**src/rtl/z_core_pkg.sv**
```systemverilog
// Shared RV32I constants and types for the z_core encoder and decoder.
package z_core_pkg;

   typedef enum logic [2:0] {
      FMT_R = 3'd0,
      FMT_I = 3'd1,
      FMT_S = 3'd2,
      FMT_B = 3'd3,
      FMT_U = 3'd4,
      FMT_J = 3'd5
   } fmt_e;

   localparam logic [6:0] OP_LUI    = 7'h37;
   localparam logic [6:0] OP_JAL    = 7'h6F;
   localparam logic [6:0] OP_BRANCH = 7'h63;
   localparam logic [6:0] OP_STORE  = 7'h23;
   localparam logic [6:0] OP_IMM    = 7'h13;

   typedef struct packed {
      logic [31:0] inst;
      logic        err;
   } enc_entry_t;

endpackage

```
**src/rtl/z_core_inst_encoder_if.sv**
```systemverilog
// Field-bundle input and packed-word output handshakes of the instruction encoder.
interface z_core_inst_encoder_if;

   logic        in_valid;
   logic        in_ready;
   logic [2:0]  in_fmt;
   logic [6:0]  in_op;
   logic [4:0]  in_rd;
   logic [4:0]  in_rs1;
   logic [4:0]  in_rs2;
   logic [2:0]  in_funct3;
   logic [6:0]  in_funct7;
   logic [31:0] in_imm;
   logic        out_valid;
   logic        out_ready;
   logic [31:0] out_inst;
   logic        out_err;

   // Encoder side.
   modport slave (
      input  in_valid, in_fmt, in_op, in_rd, in_rs1, in_rs2,
             in_funct3, in_funct7, in_imm, out_ready,
      output in_ready, out_valid, out_inst, out_err
   );

   // Producer / consumer side.
   modport master (
      output in_valid, in_fmt, in_op, in_rd, in_rs1, in_rs2,
             in_funct3, in_funct7, in_imm, out_ready,
      input  in_ready, out_valid, out_inst, out_err
   );

endinterface

```
**src/rtl/z_core_enc_pack.sv**
```systemverilog
// Combinational RV32I field packer; immediate range check enabled by Z_ENC_RANGE_CHECK_EN.
module z_core_enc_pack
   import z_core_pkg::*;
(
   input  logic [2:0]  fmt,
   input  logic [6:0]  op,
   input  logic [4:0]  rd,
   input  logic [4:0]  rs1,
   input  logic [4:0]  rs2,
   input  logic [2:0]  funct3,
   input  logic [6:0]  funct7,
   input  logic [31:0] imm,
   output logic [31:0] inst,
   output logic        err
);

   // NOTE: every always_comb output gets a default first so no path infers a latch.
   always_comb begin
      inst = '0;
      case (fmt)
         FMT_R:   inst = {funct7, rs2, rs1, funct3, rd, op};
         FMT_I:   inst = {imm[11:0], rs1, funct3, rd, op};
         FMT_S:   inst = {imm[11:5], rs2, rs1, funct3, imm[4:0], op};
         FMT_B:   inst = {imm[12], imm[10:5], rs2, rs1, funct3, imm[4:1], imm[11], op};
         FMT_U:   inst = {imm[31:12], rd, op};
         FMT_J:   inst = {imm[20], imm[10:1], imm[11], imm[19:12], rd, op};
         default: inst = '0;
      endcase
   end

`ifdef Z_ENC_RANGE_CHECK_EN
   logic signed [31:0] simm;
   assign simm = imm;

   // Flag words whose immediate does not survive truncation into the field.
   always_comb begin
      err = 1'b0;
      case (fmt)
         FMT_R:        err = 1'b0;
         FMT_I, FMT_S: err = (simm < -32'sd2048) || (simm > 32'sd2047);
         FMT_B:        err = (simm < -32'sd4096) || (simm > 32'sd4094) || imm[0];
         FMT_J:        err = (simm < -32'sd1048576) || (simm > 32'sd1048574) || imm[0];
         FMT_U:        err = (imm[11:0] != 12'd0);
         default:      err = 1'b1;
      endcase
   end
`else
   assign err = 1'b0;
`endif

endmodule

```
**src/rtl/z_core_inst_encoder.sv**
```systemverilog
// Streaming RV32I encoder: packer feeding a 2-entry output FIFO and a delivered-word counter.
// Optional immediate range checking is enabled by defining Z_ENC_RANGE_CHECK_EN.
module z_core_inst_encoder
   import z_core_pkg::*;
#(
   parameter int DEPTH = 2
) (
   input  logic                  clk,
   input  logic                  rst,
   z_core_inst_encoder_if.slave  bus,
   output logic [15:0]           enc_count
);

   localparam logic [1:0] FULL = 2'(DEPTH);

   enc_entry_t  mem [2];
   enc_entry_t  new_entry;
   enc_entry_t  head;
   logic        wr_ptr;
   logic        rd_ptr;
   logic [1:0]  count;
   logic        push;
   logic        pop;

   z_core_enc_pack u_pack (
      .fmt    (bus.in_fmt),
      .op     (bus.in_op),
      .rd     (bus.in_rd),
      .rs1    (bus.in_rs1),
      .rs2    (bus.in_rs2),
      .funct3 (bus.in_funct3),
      .funct7 (bus.in_funct7),
      .imm    (bus.in_imm),
      .inst   (new_entry.inst),
      .err    (new_entry.err)
   );

   assign bus.in_ready  = (count != FULL);
   assign bus.out_valid = (count != 2'd0);
   assign push          = bus.in_valid && bus.in_ready;
   assign pop           = bus.out_valid && bus.out_ready;

   // Storage is not reset, so the head is masked while empty to give zero outputs after reset.
   assign head         = mem[rd_ptr];
   assign bus.out_inst = bus.out_valid ? head.inst : 32'd0;
   assign bus.out_err  = bus.out_valid ? head.err  : 1'b0;

   // NOTE: sequential state uses non-blocking assignments so every flop samples pre-edge values.
   always_ff @(posedge clk or posedge rst) begin
      if (rst) begin
         wr_ptr    <= 1'b0;
         rd_ptr    <= 1'b0;
         count     <= 2'd0;
         enc_count <= 16'd0;
      end else begin
         if (push) wr_ptr <= ~wr_ptr;
         if (pop) begin
            rd_ptr    <= ~rd_ptr;
            enc_count <= enc_count + 16'd1;
         end
         case ({push, pop})
            2'b10:   count <= count + 2'd1;
            2'b01:   count <= count - 2'd1;
            default: count <= count;
         endcase
      end
   end

   // NOTE: the data array has no reset; validity is tracked by count, which is reset.
   always_ff @(posedge clk) begin
      if (push) mem[wr_ptr] <= new_entry;
   end

endmodule

```
**src/flat_wrapper.sv**
```systemverilog
// flat-port wrapper written by rule: the top's interface ports become plain ports
module z_core_inst_encoder_flat import z_core_pkg::*;
#(
   parameter int DEPTH = 2
)
  (clk, rst, enc_count, bus_in_valid, bus_in_fmt, bus_in_op, bus_in_rd, bus_in_rs1, bus_in_rs2, bus_in_funct3, bus_in_funct7, bus_in_imm, bus_out_ready, bus_in_ready, bus_out_valid, bus_out_inst, bus_out_err);
  z_core_inst_encoder_if bus_i ();
  input  logic clk;
  input  logic rst;
  output logic [15:0] enc_count;
  input wire logic [$bits(bus_i.in_valid)-1:0] bus_in_valid;
  input wire logic [$bits(bus_i.in_fmt)-1:0] bus_in_fmt;
  input wire logic [$bits(bus_i.in_op)-1:0] bus_in_op;
  input wire logic [$bits(bus_i.in_rd)-1:0] bus_in_rd;
  input wire logic [$bits(bus_i.in_rs1)-1:0] bus_in_rs1;
  input wire logic [$bits(bus_i.in_rs2)-1:0] bus_in_rs2;
  input wire logic [$bits(bus_i.in_funct3)-1:0] bus_in_funct3;
  input wire logic [$bits(bus_i.in_funct7)-1:0] bus_in_funct7;
  input wire logic [$bits(bus_i.in_imm)-1:0] bus_in_imm;
  input wire logic [$bits(bus_i.out_ready)-1:0] bus_out_ready;
  output wire logic [$bits(bus_i.in_ready)-1:0] bus_in_ready;
  output wire logic [$bits(bus_i.out_valid)-1:0] bus_out_valid;
  output wire logic [$bits(bus_i.out_inst)-1:0] bus_out_inst;
  output wire logic [$bits(bus_i.out_err)-1:0] bus_out_err;
  assign bus_i.in_valid = bus_in_valid;
  assign bus_i.in_fmt = bus_in_fmt;
  assign bus_i.in_op = bus_in_op;
  assign bus_i.in_rd = bus_in_rd;
  assign bus_i.in_rs1 = bus_in_rs1;
  assign bus_i.in_rs2 = bus_in_rs2;
  assign bus_i.in_funct3 = bus_in_funct3;
  assign bus_i.in_funct7 = bus_in_funct7;
  assign bus_i.in_imm = bus_in_imm;
  assign bus_i.out_ready = bus_out_ready;
  assign bus_in_ready = bus_i.in_ready;
  assign bus_out_valid = bus_i.out_valid;
  assign bus_out_inst = bus_i.out_inst;
  assign bus_out_err = bus_i.out_err;
  z_core_inst_encoder #(.DEPTH(DEPTH)) u_core (.clk(clk), .rst(rst), .bus(bus_i), .enc_count(enc_count));
endmodule
```
**config.mk**
```make
export PLATFORM = sky130hd
export DESIGN_NAME = z_core_inst_encoder_flat
export DESIGN_NICKNAME = d
export VERILOG_FILES = /design/src/rtl/z_core_pkg.sv /design/src/rtl/z_core_inst_encoder_if.sv /design/src/rtl/z_core_enc_pack.sv /design/src/rtl/z_core_inst_encoder.sv /design/src/flat_wrapper.sv
export SDC_FILE = /design/constraint.sdc
export NUM_CORES = 1
export LEC_CHECK = 0
export ABC_AREA = 1
export CORE_ASPECT_RATIO = 1.4
export CORE_UTILIZATION = 32
export CTS_CLUSTER_DIAMETER = 200
export DETAILED_ROUTE_END_ITERATION = 12
export GPL_TIMING_DRIVEN = 0
export PLACE_DENSITY = 0.54
export SYNTH_ARGS = -nofsm -noshare
export SYNTH_HDL_FRONTEND = slang
export SYNTH_SLANG_ARGS = --single-unit
export TNS_END_PERCENT = 50
```
**constraint.sdc**
```tcl
create_clock -name clk -period 4.3 [get_ports clk]
set_clock_uncertainty 0.05 [all_clocks]
set_input_delay 0.43 -clock clk [delete_from_list [all_inputs] [get_ports clk]]
set_output_delay 0.43 -clock clk [all_outputs]
set_load 0.03 [all_outputs]
```
Word level (Yosys, flattened, before mapping):

Memories as Yosys holds them, arrays and structs flattened.
Cells that the tools add are included.

* memories kept: 1
* bits in writable memories: 64
* ROM bits: 0
* flip-flop bits (word level): 20
* bits in latches: 0

* eq/ne operators: 8
* reduce and logical (&&, ||, !) cells: 5
* shift operators: 0
* muxes and demuxes: 6
* bitwise gates (word level): 2
* div/mod/pow operators: 0
* $lt $le $gt $ge: 0
* multiply operators: 0
* add/sub/neg operators: 3

Memory list
* u_core.mem: depth 2, width 32, read ports 1, clocked after Yosys merged registers in 0, write ports 1, line z_core_inst_encoder.sv:16 `enc_entry_t mem [2];`

Operators with widths (count)
* one-hot mux 32 bit (6 select lines): 1
* two-way mux 32 bit: 1
* adder 16 x 1 -> 16 bit (second input constant): 1
* equality test 3 x 2 -> 1 bit (second input constant): 2
* equality test 3 bit (second input constant): 2
* one-hot mux 2 bit (2 select lines): 1
* nonzero test 2 bit: 2
* equality test 3 x 1 -> 1 bit (second input constant): 1
* zero test 3 bit: 1
* two-way mux 1 bit: 3
* adder 2 x 1 -> 2 bit (second input constant): 1
* equality test 2 x 1 -> 1 bit (second input constant): 1
* equality test 2 bit (second input constant): 1
* logical AND 1 bit: 2
* inequality test 2 bit (second input constant): 1
* inverter 1 bit: 2
* subtractor 2 x 1 -> 2 bit (second input constant): 1

Logic depth before layout (Yosys ltp):

* word-level depth: 4
* depth in mapped cells: 8
* mapped depth without buffers: 8

Hierarchy:

A second synthesis with hierarchy kept.

* cell total of the unflattened synthesis: 434
* area, all modules: 4081.4 um2

By module, submodules not included
* z_core_inst_encoder: area an instance 3492.1 um2, times used 1, seq. area each 2482.4 um2, cells each 303
* z_core_enc_pack: area an instance 589.3 um2, times used 1, seq. area each 0.0 um2, cells each 131

Least setup slack after synthesis:

OpenSTA, ideal clock, no wires.

* kind: reg2reg
* start: reg u_core.count[0]
* end: mem u_core.mem[1][0] in the netlist's numbering (enable)
* setup slack: 1513 ps
* cell stages (with the launch flop): 5
* buffers on the path: 0
* setup time: 423 ps
* required time: 3827 ps
* period minus slack after synthesis: 2787 ps
* arrival: 2315 ps
* cells stage by stage: dfrtp_1 inv_1 nand2_1 nand2_1 nor2_1

* longest elaborated chain between the ends: 4

RTL lines
* start, declared: line z_core_inst_encoder.sv:21 `logic [1:0] count;`
* start signal, assigned: line z_core_inst_encoder.sv:62 `2'b10: count <= count + 2'd1;`
* start signal, assigned: line z_core_inst_encoder.sv:63 `2'b01: count <= count - 2'd1;`
* start signal, assigned: line z_core_inst_encoder.sv:64 `default: count <= count;`
* inequality test 2 bit: line z_core_inst_encoder.sv:38 `assign bus.in_ready = (count != FULL);`
* net bus_in_ready: line flat_wrapper.sv:21 `output wire logic [$bits(bus_i.in_ready)-1:0] bus_in_ready;`
* logical AND 1 bit: line z_core_inst_encoder.sv:40 `assign push = bus.in_valid && bus.in_ready;`
* two-way mux 1 bit: line z_core_inst_encoder.sv:71 `if (push) mem[wr_ptr] <= new_entry;`
* two-way mux 1 bit (implied by the code): line z_core_inst_encoder.sv:71
* end, declared: line z_core_inst_encoder.sv:16

The timed path passes the listed nets, and every way through them passes these cells.

Worst setup path in the final report:

* start: reg u_core.rd_ptr
* end: out bus_out_inst[21]

* longest elaborated chain between the ends: 2

RTL lines
* start, declared: line z_core_inst_encoder.sv:20 `logic rd_ptr;`
* start signal, assigned: line z_core_inst_encoder.sv:58 `rd_ptr <= ~rd_ptr;`
* memory (2 x 32 bit)
* two-way mux 32 bit: line z_core_inst_encoder.sv:45 `assign bus.out_inst = bus.out_valid ? head.inst : 32'd0;`
* end, declared: line flat_wrapper.sv:23 `output wire logic [$bits(bus_i.out_inst)-1:0] bus_out_inst;`

No other way between the ends.

==> impl_metrics.ini <==
[status]
outcome = finished, final reports clean

[floorplanning]
die_area_um2 = 12800
ios = 122
num_rows = 47
fp.dieH_um = 134
start_util = 0.331
coreArea_um2 = 11900
die_w_um = 96.0

[clocking]
cts_buffers = 9
cts_tree = built
postCtsSetupRepairBufs = 0
h-tree-depth = 3
cts_hold_buf = 0
cts_root_buf = clkbuf_16
clkSlewWorstSetupHoldPaths_ns = 0.06
clockBufferDepth = 2
cts_sinks = 84
cts_resized = 0
worstSkewPairLatency_ns = 0.33

[setup_path]
critPathBufInv = 4
crit_fanout = 10
path_class = register to output port
slowest_delay_ns = 0.73
crit_family = buffers and inverters
path_cells = clkbuf_1 -> clkinv_1 -> clkbuf_1 -> nand2_1 -> a21oi_1 -> clkdlybuf4s50_1
arrival_ns = 2.53
critPathMostFrequentCell = clkbuf_1
endpoint_kind = output port
start_kind = register
required_ns = 3.82
cp_slowest_cell = clkdlybuf4s50_1

[synth]
ys_types = 31
ys_seq_area_frac = 0.612
synthFlopType = edfxtp_1
synth_edf_count = 64
synth_top_area_frac = 0.486
ys_seq_elements = 84
yosys.area.top_type = edfxtp_1
postSynth.asyncResetShare = 0.238
synthTopCellsByArea = edfxtp_1 49%, nand2_1 14%, dfrtp_1 13%
syn_inst = 418
yosys_warnings = 0
netlist_area_um2 = 3960
syn_nets = 491
syn_avg_cell_area_um2 = 9.46

[cells_and_area]
diodes = 0
fin_nets = 624
drive_gt1_frac = 0.0647
syn2layout_area_growth_pct = 45.8
instances_no_fill = 703

[route]
drt-initial-drc-count = 119
ant_nets = 0
avgViaCountPerCell = 4.60
wl_per_cell_um = 13.6
routed_wl_um = 9570
drc = 0
vias = 3237
dr.pass1.iters = 4

[sta]
slew_headroom = 0.464
slew_viol_final = 0
finalSetupViolations = 0
rsz0062_at_grt = no
min_period_ns = 3.01
fmax_mhz = 333
finalCritPeriodShare = 0.699
fin_tns_setup_ns = 0
whs_ns = 0.468
worstMarginPinSlew_ns = 0.804
hold_viol_final = 0

[power_and_ir_drop]
power.density_nw_per_um2 = 656
p_leak_nw = 2.35
vdd_drop_max_v = 0.000287

[place]
dp.cells = 687
dp_hpwl_um = 7110
port_buffers = 120
place_congestion = 0.845

[flow_run]
drv_cap = 0

[grt]
grt_use_total = 0.160
grt-ovfl-total = 0
grt_util_met2 = 0.285
gr-max-usage-layer = met2
antenna_found_initial = 0
grt_start_max_net_pins = 31
grtUsageMet1 = 0.177
met3_usage = 0.0382
grt_pass1_vias = 3192
grt_pass1_wl_um = 15300

[min_path]
hold_class = register to register
==> area by class of cell <==
type | count | area (um^2)
buffer | 15 | 61.3
clock buffer | 10 | 229
clock inverter | 6 | 136
fill | 1115 | 6170
inverter | 35 | 131
multi-input combinational | 284 | 1360
sequential | 84 | 2420
tap | 147 | 184
timing repair buffer | 122 | 1250
==> metrics by stage <==
stage | worst slack (ns) | utilization | area, um^2 | total power (W)
after floorplan | 1.51 | - | 3960 | 0.00215
final | 1.29 | 0.483 | 5770 | 0.00378
after detailed placement | 1.62 | 0.453 | 5400 | 0.00290
after global placement | 0.467 | 0.447 | 5340 | 0.00285
after global routing | 1.15 | 0.483 | 5770 | 0.00399
after CTS | 1.26 | 0.483 | 5770 | 0.00384
==> Yosys cell counts, drive strengths merged (2+ instances only) <==
cell    number
edfxtp      64
a21oi       34
dfrtp       20
o21ai        9
inv         34
nand3       23
nand4        3
xnor2        5
ha           2
clkbuf      12
xor2         8
nor2        32
nor3         3
o211ai       4
nand2      156
buf          3
==> registers in the layout (all words and copies together) (netlist names) <==
register and count:
u_core.count 2, u_core.enc_count 16, u_core.mem 64, u_core.rd_ptr 1, u_core.wr_ptr 1
==> worst paths after layout <==
path	depth (start not counted)	start	slack [ns]	end
hold reg to reg	2	u_core.enc_count[15]	0.47	u_core.enc_count[15]
setup reg to reg	5	u_core.count[0]	2.44	u_core.mem[1][31]
max in group asynchronous	2	rst	3.20	u_core.enc_count[4]
setup / recovery	6	u_core.rd_ptr	1.29	bus_out_inst[21]
hold / removal	2	u_core.enc_count[15]	0.47	u_core.enc_count[15]
min in group asynchronous	2	rst	0.50	u_core.enc_count[13]
==> report_power, final <==
part / total [W] / internal (W) / switching, W
logic: 0.00167 / 0.000630 / 0.00104
registers: 0.00118 / 0.00109 / 0.0000810
clock network: 0.000934 / 0.000627 / 0.000306
==> placed cells by master, fill, tap and decap left out, types with 3 or more instances in the layout <==
cell type / instances
nor2_1: 22
inv_1: 33
o211ai_1: 4
nand2_2: 5
clkbuf_1: 13
clkdlybuf4s50_1: 120
dfrtp_1: 20
xnor2_1: 5
nor3_1: 3
clkbuf_16: 9
nand4_1: 3
nand2_1: 150
a21oi_1: 34
nand3_1: 23
nor2_4: 5
bufinv_16: 4
xor2_1: 8
edfxtp_1: 64
o21ai_0: 7
nor2_2: 4
==> metal layers <==
layer,wire (um),vias up,part of all wire
met5,0,-,0
met4,208,0,0.022
met3,519,12,0.054
met2,5150,108,0.54
met1,3700,1479,0.39
li1,-,1638,-
==> tightest hold or removal path: cells and delay by family (launching register included) <==
kind,cells,cell delay (ns)
flip-flops,1,0.37
AND/OR/NAND/NOR,2,0.12
==> cell families (layout without fill, tap and decap cells) <==
logic type      after synthesis  in the layout  synth area share
flops                        84             84             0.612
fa+ha+maj                     2              2           0.00633
other cells                   1              1          0.000948
xor+xnor                     13             13            0.0288
buf+inv                      50            188            0.0487
simple gates                219            219             0.237
compound gates               49             49            0.0658
(Power assumes the default switching activity.)
==> variant 1 (config.mk and constraints unchanged) <==
Add a define of `Z_ENC_RANGE_CHECK_EN`.
--- a/src/rtl/z_core_enc_pack.sv
+++ b/src/rtl/z_core_enc_pack.sv
@@ -1,3 +1,5 @@
 // Combinational RV32I field packer; immediate range check enabled by Z_ENC_RANGE_CHECK_EN.
+`define Z_ENC_RANGE_CHECK_EN
+
 module z_core_enc_pack
    import z_core_pkg::*;
Behaviour: not the same (a bounded check fails within 4 cycles, from zero or initial values and one cycle with rst high).
==> variant 1 against the original RTL <==
Wire length increased by 14%; synthesized area grew 7.0%; cell area is 4.5% higher; combinational power rose by 7%; first-iteration DRC count shrank 29%; count of clock-buffer cells in the layout did not move; sequential power is 4% higher; cell count rose by 8.1%; power up 2.5%; sequential cell count up 2; setup slack better by 0.024 ns; critical endpoint is now bus_out_inst[12].
==> variant 1: results (changes against the original RTL) <==
grt_first_pass_wirelength_mm: 17.3  # was 15.3 mm
syn_nets: 541  # was 491
p_seq_mw: 1.23  # was 1.18 mW
clkCellAreaFrac_pct: 5.62  # was 6.33%
slew_headroom_pct: 33.7  # was 46.4%
use_met3_pct: 2.88  # was 3.82%
met1_usage_pct: 18.3  # was 17.7%
dr_wl_met2_mm: 5.69  # was 5.15 mm
multi_input_area_mm2: 0.00152  # was 0.00136 mm2
seq_area_share_pct: 41.2  # was 42.0%
grt_start_max_net_pins: 32  # was 31
async_reset_ff_share_pct: 23.3  # was 23.8%
wl_met3_um: 394  # was 519 um
fillers: 1264  # was 1115
final-nonclk-buf-share_pct: 21.6  # was 22.7%
dpl.hpwl_mm: 8.38  # was 7.11 mm
syn2layout_area_growth_pct: 42.5  # was 45.8%
wl_per_cell_um: 14.3  # was 13.6 um
wl_mm: 10.9  # was 9.57 mm
met1_length_mm: 4.52  # was 3.70 mm
fin_nets: 675  # was 624
crit_arrival_ns: 2.50  # was 2.53 ns
dr.first_iter.drc_count: 84  # was 119
dr.pass1.iters: 5  # was 4
sequential_cell_total: 86  # was 84
post-place-ws_ns: 1.61  # was 1.62 ns
grt_pass1_vias: 3593  # was 3192
synth_enable_flop_cells: 66  # was 64
via_per_inst: 4.72  # was 4.60
place_congestion: 0.836  # was 0.845
nNonClkInverters: 52  # was 35
ir_drop_mv: 0.223  # was 0.287 mV
biggestRegsByFlops: "u_core.mem (66), u_core.enc_count (16), u_core.count (2)"  # was u_core.mem (64), u_core.enc_count (16), u_core.count (2)
rrSetupSlack_ns: 2.41  # was 2.44 ns
pwr-share-comb_pct: 45.9  # was 44.2%
status: "completed"  # unchanged
power_leakage_nw: 2.44  # was 2.35 nW
dp_cells: 744  # was 687
critPathMaxStageDelay_ns: 0.71  # was 0.73 ns
yosysSeqAreaShare_pct: 58.7  # was 61.2%
-- variant 1: worst paths after layout --
kind / cells after the start / start / endpoint
setup / recovery: 6 / u_core.rd_ptr$_DFFE_PP0P_ / bus_out_inst[12]
hold / removal: 1 / u_core.count[1]$_DFFE_PP0P_ / u_core.count[1]$_DFFE_PP0P_
setup reg to reg: 6 / u_core.count[0]$_DFFE_PP0P_ / u_core.count[1]$_DFFE_PP0P_
hold reg to reg: 1 / u_core.count[1]$_DFFE_PP0P_ / u_core.count[1]$_DFFE_PP0P_
max in group asynchronous: 2 / rst / u_core.wr_ptr$_DFFE_PP0P_
min in group asynchronous: 2 / rst / u_core.enc_count[14]$_DFFE_PP0P_
-- variant 1: cell families after synthesis --
logic type | after synthesis | synth area share (%)
buf+inv | 65 | 5.77
fa+ha+maj | 2 | 0.591
flops | 86 | 58.7
simple gates | 239 | 23.8
xor+xnor | 17 | 3.52
compound gates | 59 | 7.69
==> variant 2 (config.mk and constraints unchanged) <==
Made on the original files. Make the reset (`rst`) synchronous in one clocked block.
--- a/src/rtl/z_core_inst_encoder.sv
+++ b/src/rtl/z_core_inst_encoder.sv
@@ -47,5 +47,5 @@
 
    // NOTE: sequential state uses non-blocking assignments so every flop samples pre-edge values.
-   always_ff @(posedge clk or posedge rst) begin
+   always_ff @(posedge clk) begin
       if (rst) begin
          wr_ptr    <= 1'b0;
Formal check against the unedited RTL: differs if rst is asserted again (counterexample within 4 cycles, from zero or initial values and one cycle with rst high); with rst held inactive, the same outputs for 4 cycles.
==> variant 2 against the original RTL <==
Register-to-register slack better by 0.13 ns; sequential cell count increased by 1; power shrank 26%; largest cell class unchanged; wire length up 4.1%; cell area fell by 1.2%; maximum frequency rose by 4.9%; setup slack improved by 0.14 ns; core utilization shrank 0.34 points; critical endpoint is now bus_out_inst[2]; synthesized area is 0.60% lower; critical path depth unchanged; sequential power decreased by 14%.
==> variant 2: results (changes against the original RTL) <==
dpl.hpwl_mm: 7.41  # was 7.11 mm
syn_avg_cell_area_um2: 8.83  # was 9.46 um2
p_sw_share_pct: 32.5  # was 37.8%
slew_headroom_pct: 39.7  # was 46.4%
yosys.area_share.adder_pct: 0.637  # was 0.633%
power_leakage_nw: 2.19  # was 2.35 nW
hold_slack_ns: 0.401  # was 0.468 ns
place_congestion: 0.867  # was 0.845
grt.met2_usage_pct: 30.5  # was 28.5%
status: "completed"  # unchanged
syn_nets: 518  # was 491
power_combinational_uw: 911  # was 1.67 mW
place_area_mm2: 0.00536  # was 0.00540 mm2
reg2reg_to: "u_core.count[1]$_SDFFE_PP0P_"  # was u_core.mem[1][31]$_DFFE_PP_
post-place-ws_ns: 1.71  # was 1.62 ns
finalNonFillerCells: 728  # was 703
met1_length_mm: 3.97  # was 3.70 mm
critPathMaxStageDelay_ns: 0.71  # was 0.73 ns
synth_cell_types: 30  # was 31
fin_nets: 650  # was 624
grt_start_max_net_pins: 32  # was 31
grt_first_pass_wirelength_mm: 16.1  # was 15.3 mm
synthTopCellsByCount: "nand2_1 (154), edfxtp_1 (64), a21oi_1 (42)"  # was nand2_1 (150), edfxtp_1 (64), a21oi_1 (34)
grt_pass1_vias: 3430  # was 3192
io_buffers: 119  # was 120
crit_arrival_ns: 2.38  # was 2.53 ns
drive_above_1_share_pct: 5.68  # was 6.47%
dr_wl_met2_mm: 5.37  # was 5.15 mm
grt.total_usage_pct: 16.6  # was 16.0%
ff2ff_path_depth: 6  # was 5
==> variant 2: worst max-delay path by stage <==
stage,end,cells after the start
after floorplan,u_core.mem[1][0]$_DFFE_PP_,3
after detailed placement,bus_out_inst[7],6
after global placement,u_core.mem[1][5]$_DFFE_PP_,3
after CTS,bus_out_inst[7],6
final,bus_out_inst[2],6
after global routing,bus_out_inst[7],6
==> variant 2: area by class of cell <==
cell class	instances	area (um2)
Sequential cell	85	2340
Timing Repair Buffer	121	1230
Fill cell	1177	6180
Tap cell	147	184
Clock buffer	9	225
Buffer	18	82.6
Clock inverter	6	113
Multi-Input combinational cell	303	1380
Inverter	39	146
==> variant 2: kinds of logic (layout without fill, tap and decap cells) <==
group	count (synthesis)	in the layout
AOI/OAI and AO/OA	61	61
xor gates and xnor gates	2	2
adders and majority gates	2	2
buffers and inverters	57	193
DFF	85	85
other	1	1
and+or+nand+nor	237	237
